==> config.mk <==
export PLATFORM = sky130hd
export DESIGN_NAME = pipe_stage_ctrl
export DESIGN_NICKNAME = d
export VERILOG_FILES = /design/src/rtl/pipe_stage_ctrl.sv
export SDC_FILE = /design/constraint.sdc
export NUM_CORES = 1
export LEC_CHECK = 0
export ABC_CLOCK_PERIOD_IN_PS = 2380
export CORE_MARGIN = 2
export CORE_UTILIZATION = 40
export DETAILED_ROUTE_END_ITERATION = 16
export PLACE_DENSITY = 0.69
export SYNTH_ARGS = -nofsm -noshare
export SYNTH_HDL_FRONTEND = slang
export SYNTH_SLANG_ARGS = --single-unit
==> constraint.sdc <==
create_clock -name clk -period 2.38 [get_ports clk]
set_input_delay 0.714 -clock clk [delete_from_list [all_inputs] [get_ports clk]]
set_output_delay 0.714 -clock clk [all_outputs]
set_load 0.01 [all_outputs]
==> src/rtl/pipe_stage_ctrl.sv <==
// rtl/pipe_stage_ctrl.sv - stage 2..5 decoded-instruction registers obeying hazard HOLD/FLUSH
//
// Purpose: owns the stage-2..5 instruction type/select registers that feed the
//          hazard unit. HOLD freezes fetch and stage 2, injects a bubble into
//          stage 3 and lets stages 4-5 drain. FLUSH squashes stage 2. Also keeps
//          a saturating stall counter and a sticky deadlock watchdog flag.
//
// Ports:
//   clk, reset            clock, synchronous active-high reset
//   HOLD, FLUSH           stall request, squash of stage 2 (taken jump)
//   TypeD/SelAD/SelBD/SelCD  decoded fields of the fetched instruction
//   PC_EN                 fetch/PC advance enable (combinational)
//   Type2/SelA2/SelB2     stage-2 fields
//   Type3/SelA3/SelB3/SelC3  stage-3 fields
//   Type4/SelC4, Type5/SelC5 stage-4 and stage-5 fields
//   STALL_CNT             saturating count of HOLD cycles since reset
//   HOLD_ERR              sticky: HOLD stayed high HOLD_MAX consecutive cycles

module pipe_stage_ctrl #(
    parameter int TYPE_W   = 7,
    parameter int SELA_W   = 5,
    parameter int SELB_W   = 6,
    parameter int SELC_W   = 6,
    parameter int HOLD_MAX = 15,
    parameter int CNT_W    = 16
) (
    input  logic              clk,
    input  logic              reset,
    input  logic              HOLD,
    input  logic              FLUSH,
    input  logic [TYPE_W-1:0] TypeD,
    input  logic [SELA_W-1:0] SelAD,
    input  logic [SELB_W-1:0] SelBD,
    input  logic [SELC_W-1:0] SelCD,
    output logic              PC_EN,
    output logic [TYPE_W-1:0] Type2,
    output logic [SELA_W-1:0] SelA2,
    output logic [SELB_W-1:0] SelB2,
    output logic [TYPE_W-1:0] Type3,
    output logic [SELA_W-1:0] SelA3,
    output logic [SELB_W-1:0] SelB3,
    output logic [SELC_W-1:0] SelC3,
    output logic [TYPE_W-1:0] Type4,
    output logic [SELC_W-1:0] SelC4,
    output logic [TYPE_W-1:0] Type5,
    output logic [SELC_W-1:0] SelC5,
    output logic [CNT_W-1:0]  STALL_CNT,
    output logic              HOLD_ERR
);

    localparam logic [CNT_W-1:0] HOLD_MAX_C = CNT_W'(HOLD_MAX);
    localparam logic [CNT_W-1:0] CNT_SAT    = {CNT_W{1'b1}};

    logic [TYPE_W-1:0] type2_q, type2_d, type3_q, type3_d, type4_q, type5_q;
    logic [SELA_W-1:0] sela2_q, sela2_d, sela3_q, sela3_d;
    logic [SELB_W-1:0] selb2_q, selb2_d, selb3_q, selb3_d;
    logic [SELC_W-1:0] selc2_q, selc2_d, selc3_q, selc3_d, selc4_q, selc5_q;
    logic [CNT_W-1:0]  stall_q, stall_d, run_q, run_d;
    logic              err_q, err_d;

    // Fetch advances whenever the hazard unit is not stalling; FLUSH only
    // squashes what is already fetched, so it does not gate the PC.
    assign PC_EN = !reset && !HOLD;

    always_comb begin
        // Stage 2: FLUSH beats HOLD, so a squashed instruction is never held.
        type2_d = type2_q;
        sela2_d = sela2_q;
        selb2_d = selb2_q;
        selc2_d = selc2_q;
        if (FLUSH) begin
            type2_d = '0;
            sela2_d = '0;
            selb2_d = '0;
            selc2_d = '0;
        end else if (!HOLD) begin
            type2_d = TypeD;
            sela2_d = SelAD;
            selb2_d = SelBD;
            selc2_d = SelCD;
        end

        // Stage 3: bubble while stage 2 is held or squashed.
        type3_d = type2_q;
        sela3_d = sela2_q;
        selb3_d = selb2_q;
        selc3_d = selc2_q;
        if (HOLD || FLUSH) begin
            type3_d = '0;
            sela3_d = '0;
            selb3_d = '0;
            selc3_d = '0;
        end

        stall_d = stall_q;
        run_d   = '0;
        err_d   = err_q;
        if (HOLD) begin
            if (stall_q != CNT_SAT) begin
                stall_d = stall_q + 1'b1;
            end
            // Run length saturates at HOLD_MAX; the flag fires on the edge
            // that completes the HOLD_MAX-th consecutive stall cycle.
            run_d = (run_q >= HOLD_MAX_C) ? HOLD_MAX_C : run_q + 1'b1;
            if (run_q == HOLD_MAX_C - 1'b1) begin
                err_d = 1'b1;
            end
        end
    end

    always_ff @(posedge clk) begin
        if (reset) begin
            type2_q <= '0;
            sela2_q <= '0;
            selb2_q <= '0;
            selc2_q <= '0;
            type3_q <= '0;
            sela3_q <= '0;
            selb3_q <= '0;
            selc3_q <= '0;
            type4_q <= '0;
            selc4_q <= '0;
            type5_q <= '0;
            selc5_q <= '0;
            stall_q <= '0;
            run_q   <= '0;
            err_q   <= 1'b0;
        end else begin
            type2_q <= type2_d;
            sela2_q <= sela2_d;
            selb2_q <= selb2_d;
            selc2_q <= selc2_d;
            type3_q <= type3_d;
            sela3_q <= sela3_d;
            selb3_q <= selb3_d;
            selc3_q <= selc3_d;
            // Stages 4 and 5 always drain, even under HOLD.
            type4_q <= type3_q;
            selc4_q <= selc3_q;
            type5_q <= type4_q;
            selc5_q <= selc4_q;
            stall_q <= stall_d;
            run_q   <= run_d;
            err_q   <= err_d;
        end
    end

    assign Type2     = type2_q;
    assign SelA2     = sela2_q;
    assign SelB2     = selb2_q;
    assign Type3     = type3_q;
    assign SelA3     = sela3_q;
    assign SelB3     = selb3_q;
    assign SelC3     = selc3_q;
    assign Type4     = type4_q;
    assign SelC4     = selc4_q;
    assign Type5     = type5_q;
    assign SelC5     = selc5_q;
    assign STALL_CNT = stall_q;
    assign HOLD_ERR  = err_q;

endmodule

* After elaboration in Yosys (flattened, before gate mapping) *
Cells that the tools add are included.

word-level totals
  bits in registers = 107
  output and inout bits = 86
  input port bits = 28
  word-level logic and storage cells = 33

operators by class
  mux-type cells = 1
  add/sub/neg operators = 2
  equal/unequal tests = 2
  order comparisons = 1
  bitwise logic cells = 1
  reduce and logical (&&, ||, !) cells = 10

operators with widths
  operator                                              number
  adder 16 x 1 -> 16 bit, second input constant         2
  == test 16 x 4 -> 1 bit, second input constant        1
  >= comparator 16 x 4 -> 1 bit, second input constant  1
  != test 16 bit, second input constant                 1
  OR reduction 2 bit                                    3
  2-to-1 mux 4 bit                                      1
  AND reduction 2 bit                                   2
  OR reduction 3 bit                                    1
  logical NOT 1 bit                                     2
  logical AND 1 bit                                     1
  logical OR 1 bit                                      1
  NOT 1 bit                                             1

* Depth between registers and ports, before layout *
Gate-level depths: netlist (run 1).

  depth after elaboration = 2
  gate-level depth with buffers = 6
  gate-level depth less buffers = 5

* Least setup slack after synthesis (run 1) *
OpenSTA, ideal clock, no wires.

  kind = input to output
  start = input HOLD
  end = output PC_EN
  path slack = 430 ps
  stages = 3
  path buffers = 2
  required time = 1,666 ps
  arrival time = 1,236 ps
  path through = clkbuf_8 > buf_2 > nor2_1

on the way
  cells in the longest elaborated chain, start to end = 2

ends and longest elaborated chain
  element            line  text
  start, declared    29    input logic HOLD,
  logical NOT 1 bit  -
  logical AND 1 bit  63    assign PC_EN = !reset && !HOLD;
  end, declared      35    output logic PC_EN,

No other way between the ends.

* Worst setup path in the final report (run 1) *
  start = input reset
  end = output PC_EN

on the way
  cells in the longest elaborated chain, start to end = 2

ends and longest elaborated chain
  element            line  text
  start, declared    28    input logic reset,
  logical NOT 1 bit  63
  logical AND 1 bit  63

No other way between the ends.

==> impl_metrics.toml, run 1 <==
[outcome]
status = "complete, no violations"

[worst_setup_path]
critPathLaunch = "reset"
cp-endpoint = "PC_EN"
rr_startpoint = "STALL_CNT[0]"
critical_path.max_stage_delay_ns = 0.54
crit_path_end_kind = "output pin"
start_kind = "primary input"
critPathKind = "primary input to output pin"
crit_chain = "clkdlybuf4s50_1 -> nor2_1 -> dlygate4sd2_1"
r2r_slack_ns = 0.62
cp_max_fo = 2
worstPathArrival_ns = 1.59
r2r-end = "STALL_CNT[13]"
required_ns = 1.67
r2r_cells = 6
slowest_stage = "clkdlybuf4s50_1"

[layout]
n_antenna_cell = 0
final_layout_size_suffix_gt1_frac = 0.0891
fill_cells = 777
multi_input_area_mm2 = 0.00137
synthToLayoutAreaGrowth_pct = 40.8
seqCellArea_mm2 = 0.00214
final_core_util = 0.579
nets = 475

[worst_hold_path]
worstHoldStart = "selc2_q[4]"
hp-class = "flop to flop"

[sta]
worstMarginPinSlew_ns = 0.518
period_needed_ns = 2.30
rsz0062_at_grt = "false"
finClkSkew_ns = 0.0151
holdWs_ns = 0.464
period_share = 0.967
drv_slew = 0
setup_viol = 0
slew_headroom = 0.654
hold_viol = 0
timing.fmax_ghz = 0.435

[power]
leakage_nw = 1.97
power_density_mw_per_mm2 = 630
power_w = 0.00317
vdd_drop_max_mv = 0.347

[cts]
root_buffer = "clkbuf_8"
clk_latency_ns = 0.35
clk_pin_slew_ns = 0.10
htreeDepth = 3
cts_tree = "built"
cts.sinks = 107
clock_path_buffers = 2
hold_buffers = 0
numCtsBuffers = 9

[route]
viasPerCell = 4.68
wl_met3_um = 336
drt_iter0_markers = 99
via_count = 2607
drc = 0
routed-wl-met2_um = 3620
antenna_left = 0
met1Wirelength_um = 3350
wl_per_cell_um = 13.3
dr.max_layer_used = "met4"
drt_wl_total_um = 7420
first_pass_iters = 4

[placed_design]
port_buffers = 113
dp_hpwl_um = 5330
gp_congestion = 0.834

[synth]
async_reset_ff_frac = 0
synth_top_flop_cell = "dfxtp_1"
synth_seq_cells = 107
ys_types = 50
syn-instance-count = 319
yosysSeqAreaShare = 0.600
synth_edf_count = 0
synth_area_mm2 = 0.00357
yosysWarnings = 0
post_synth.cell_area_avg_um2 = 11.2

[global_routing]
grt_pass1_vias = 2496
grt_pass1_wl_um = 12200
overflow = 0
antenna_found_initial = 0
grt_usage = 0.155
grt_max_degree = 46

[floorplanning]
ioPinCount = 114
fp.dieArea_mm2 = 0.00970
die_w_um = 98.5
die_h_um = 98.5
coreArea_mm2 = 0.00868
initial_core_util = 0.412
row_count = 34

[flow_run]
drv_cap = 0
-- logic make-up (layout without fill, tap and decap cells) --
family / Yosys count / after routing / share of synthesized area
AOI/OAI and AO/OA: 31 / 31 / 0.0595
xor gates and xnor gates: 3 / 3 / 0.00736
adders and majority gates: 3 / 3 / 0.0105
buffers and inverters: 18 / 137 / 0.0291
DFF: 107 / 107 / 0.600
muxes: 28 / 28 / 0.0816
other: 1 / 12 / 0.00105
and+or+nand+nor: 128 / 128 / 0.211
-- synthesized netlist by cell type, types with 3 or more instances --
master	number	area (um2)
dfxtp_1	107	2140
nor2_1	33	124
nor2b_1	28	175
and2_1	26	163
mux2i_1	25	250
a21oi_1	11	55.1
clkbuf_1	10	37.5
nand2_1	6	22.5
nand3_1	6	30.0
nand4_1	6	37.5
nor4_1	4	25.0
a311oi_1	3	26.3
and3_1	3	18.8
ha_1	3	37.5
o21ai_0	3	15.0
-- registers in the layout, summed over array words and instances, names as in the netlist --
| name | cells |
|---|---|
| STALL_CNT | 16 |
| run_q | 16 |
| Type2 | 7 |
| Type3 | 7 |
| Type4 | 7 |
| Type5 | 7 |
| SelB2 | 6 |
| SelB3 | 6 |
| SelC3 | 6 |
| SelC4 | 6 |
| SelC5 | 6 |
| selc2_q | 6 |
| SelA2 | 5 |
| SelA3 | 5 |
| HOLD_ERR | 1 |
-- power by group --
part           internal, W  switching (W)
logic             0.000105      0.0000819
registers          0.00182      0.0000202
clock network     0.000506       0.000629
total              0.00244       0.000731
-- per-layer routing --
| layer | track usage | vias up |
|---|---|---|
| met3 | 0.0333 | 10 |
| li1 | - | 1315 |
| met1 | 0.201 | 1213 |
| met4 | 0.0558 | 0 |
| met2 | 0.256 | 69 |
| met5 | 0 | - |
-- how the worst min path moves through the flow --
stage | slack [ns] | endpoint | cells after the start
2_1_floorplan | 0.43 | SelC3[0] | 1
3_3_place_gp | 0.44 | SelC3[3] | 1
3_5_place_dp | 0.44 | SelC3[3] | 1
4_1_cts | 0.47 | SelC3[4] | 1
5_1_grt | 0.48 | Type4[5] | 1
6_report | 0.46 | SelC3[4] | 1
-- layout make-up --
| type | count | area share |
|---|---|---|
| flip-flops and latches | 107 | 0.426 |
| multi-input cells | 205 | 0.272 |
| repair buffers | 119 | 0.233 |
| clock buffers | 9 | 0.0246 |
| well taps | 108 | 0.0269 |
| inverters | 2 | 0.00149 |
| clock inverters | 7 | 0.0164 |
-- placed cells by master (no fill, tap or decap), types with 3 or more instances in the layout --
cell	instances
clkdlybuf4s50_1	111
dfxtp_1	107
nor2_1	33
nor2b_1	28
and2_1	26
mux2i_1	25
conb_1	12
a21oi_1	11
clkbuf_8	9
nand4_1	6
nand3_1	6
nand2_1	6
buf_4	6
nor4_1	4
and3_1	3
a311oi_1	3
o21ai_0	3
ha_1	3
-- worst max-delay path: cells and delay by family --
family        cells  cell delay, ns
buf+inv           2            0.82
simple gates      1            0.05
-- stage by stage --
stage                     setup WS [ns]  instance area (um2)  setup TNS, ns  std cells
after global placement           -0.218                 4820          -1.50        541
final                            0.0789                 5030              0        557
after detailed placement         -0.184                 4820          -1.05        541
after CTS                        0.0673                 5030              0        557
after floorplan                   0.430                 3610              0        330
after global routing             0.0499                 5030              0        557
-- what timing repair did --
item                                   CTS  global route
resized for setup                        1             0
setup buffers                            0             0
setup endpoints to repair                1             0
endpoints found under the hold margin    0             0
Note: power is estimated with default switching activity, not from simulation.
==> run 2: changes to the inputs <==
Settings changed: GPL_ROUTABILITY_DRIVEN set to 0.
==> results of run 2 <==
The final DEF is identical to that of run 1; final timing and power are the same.
==> run 3: changes to the inputs <==
Settings changed: CORE_ASPECT_RATIO set to 0.75, RECOVER_POWER set to 50.
==> run 3 against run 2 <==
  * The flow now finishes with violations (DRC)
  * Global-route usage rose by 0.39 points
  * Design area rose by 0.85%
  * Critical endpoint unchanged
  * Core utilization rose by 1.3 points
  * Register-to-register slack got worse by 0.27 ns
  * Sequential cell count did not move
  * Largest cell class unchanged
  * First-iteration DRC count fell by 19%
  * Highest routed layer unchanged
  * Die area barely moved
  * Sequential power barely moved
  * Largest power group unchanged
  * Clock-buffer cell count rose by 1
  * Combinational power barely moved
  * Via count rose by 1.2%
==> impl_metrics.toml, run 3 (synthesis results as in run 1) <==
[layout]
final_core_util = 0.592
final_layout_size_suffix_gt1_frac = 0.0778
mostFrequentLayoutCells = "dfxtp_1 (107), clkdlybuf4s50_1 (66), dlygate4sd3_1 (45), nor2_1 (33), nor2b_1 (28)"
final_cells = 558
nets = 476
n_antenna_cell = 0
layout_commonest_cell = "dfxtp_1"
synthToLayoutAreaGrowth_pct = 42.0

[cts]
root_buffer = "clkbuf_16"
cts.sinks = 107
postCtsSetupRepairBufs = 0
clk_latency_ns = 0.34
numCtsBuffers = 9
hold_buffers = 0
clock_path_buffers = 2
htreeDepth = 3
clk_pin_slew_ns = 0.07
cts_tree = "built"

[sta]
finClkSkew_ns = 0.00875
rsz0062_at_grt = "false"
period_needed_ns = 2.22
fin_setup_tns_ns = 0
setup_viol = 0
timing.fmax_ghz = 0.450
hold_viol = 0
slew_headroom = 0.570
worstMarginPinSlew_ns = 0.640
drv_slew = 0
period_share = 0.933
worst_slack_ns = 0.159

[worst_setup_path]
crit_path_end_kind = "output pin"
critPathLaunch = "reset"
worstPathArrival_ns = 1.51
r2r_slack_ns = 0.35
start_kind = "primary input"
required_ns = 1.67
rr_startpoint = "STALL_CNT[0]"
critPathKind = "primary input to output pin"
r2r-end = "STALL_CNT[0]"
cp-endpoint = "PC_EN"
r2r_cells = 5
cp_max_fo = 2

[global_routing]
antenna_found_initial = 0
grt_pass1_vias = 2542
grt_max_degree = 46
grt_usage = 0.159
overflow = 0
grt_pass1_wl_um = 12300

[floorplanning]
die_w_um = 113
die_h_um = 85.8
initial_core_util = 0.417
ioPinCount = 114
fp.dieArea_mm2 = 0.00971
row_count = 29
coreArea_mm2 = 0.00856

[outcome]
status = "finished, violations left"
failed_checks = "DRC"

[power]
power_w = 0.00343
leakage_nw = 2.13
power_density_mw_per_mm2 = 677
vdd_drop_max_mv = 0.343

[worst_hold_path]
hp-class = "flop to flop"

[placed_design]
dp_hpwl_um = 5650
dp_slack_ns = -0.0860
dp_cells = 542
port_buffers = 113

[route]
wl_per_cell_um = 13.9
antenna_left = 0
viasPerCell = 4.73
drt_wl_total_um = 7730
drt_iter0_markers = 80
via_count = 2638
first_pass_iters = 10
drc = 4

[flow_run]
drv_cap = 0
-- run 3: changes by cell type in the layout (fill, tap and decap cells not counted), sizes merged --
| cell | delta |
|---|---|
| buf | +1 |
| bufinv | -1 |
| clkbuf | +1 |
| clkdlybuf4s50 | -45 |
| clkinv | -2 |
| clkinvlp | +1 |
| dlygate4sd3 | +45 |
| inv | +1 |
-- run 3: area by class of cell --
cell class	instances	area [um2]
Multi-Input combinational cell	205	1330
Clock inverter	6	55.1
Timing Repair Buffer	120	1180
Tap cell	108	135
Inverter	2	7.51
Clock buffer	10	229
Fill cell	753	3490
Sequential cell	107	2140
-- run 3: power by group --
part	switching (W)	leakage, nW	internal [W]
sequential	0.0000198	0.870	0.00182
combinational	0.0000815	1.13	0.000104
clock	0.000672	0.134	0.000733
-- run 3: worst min path at each step --
stage	to	startpoint	cells after the start	slack [ns]
detailed placement	SelC3[4]	selc2_q[4]	1	0.45
CTS	SelC3[5]	selc2_q[5]	1	0.46
global placement	SelC3[4]	selc2_q[4]	1	0.44
floorplan	SelC3[0]	selc2_q[0]	1	0.43
finish	SelC3[5]	selc2_q[5]	1	0.46
global route	Type4[4]	Type3[4]	1	0.47
-- run 3: worst max-delay path, cell delays in order --
cell and delay (ns):
clkdlybuf4s50_1 0.48, nor2_1 0.04, dlygate4sd2_1 0.28
-- run 3: through the flow --
stage / cell area (um2) / hold WS [ns]
final: 5070 / 0.461
after detailed placement: 4830 / 0.446
after floorplan: 3610 / 0.430
after global routing: 5070 / 0.470
after CTS: 5110 / 0.463
after global placement: 4830 / 0.436
-- run 3: per-layer routing --
layer  GRT usage  up-vias  part of all wire
li1            -     1323                 -
met1       0.205     1230              0.46
met2       0.250       77              0.46
met3      0.0495        8             0.061
met4      0.0643        0             0.017
met5           0        -                 0
-- run 3: timing repair --
action | CTS | global route
resized for setup | 1 | 0
setup endpoints to repair | 1 | 0
hold endpoints to repair | 0 | 0
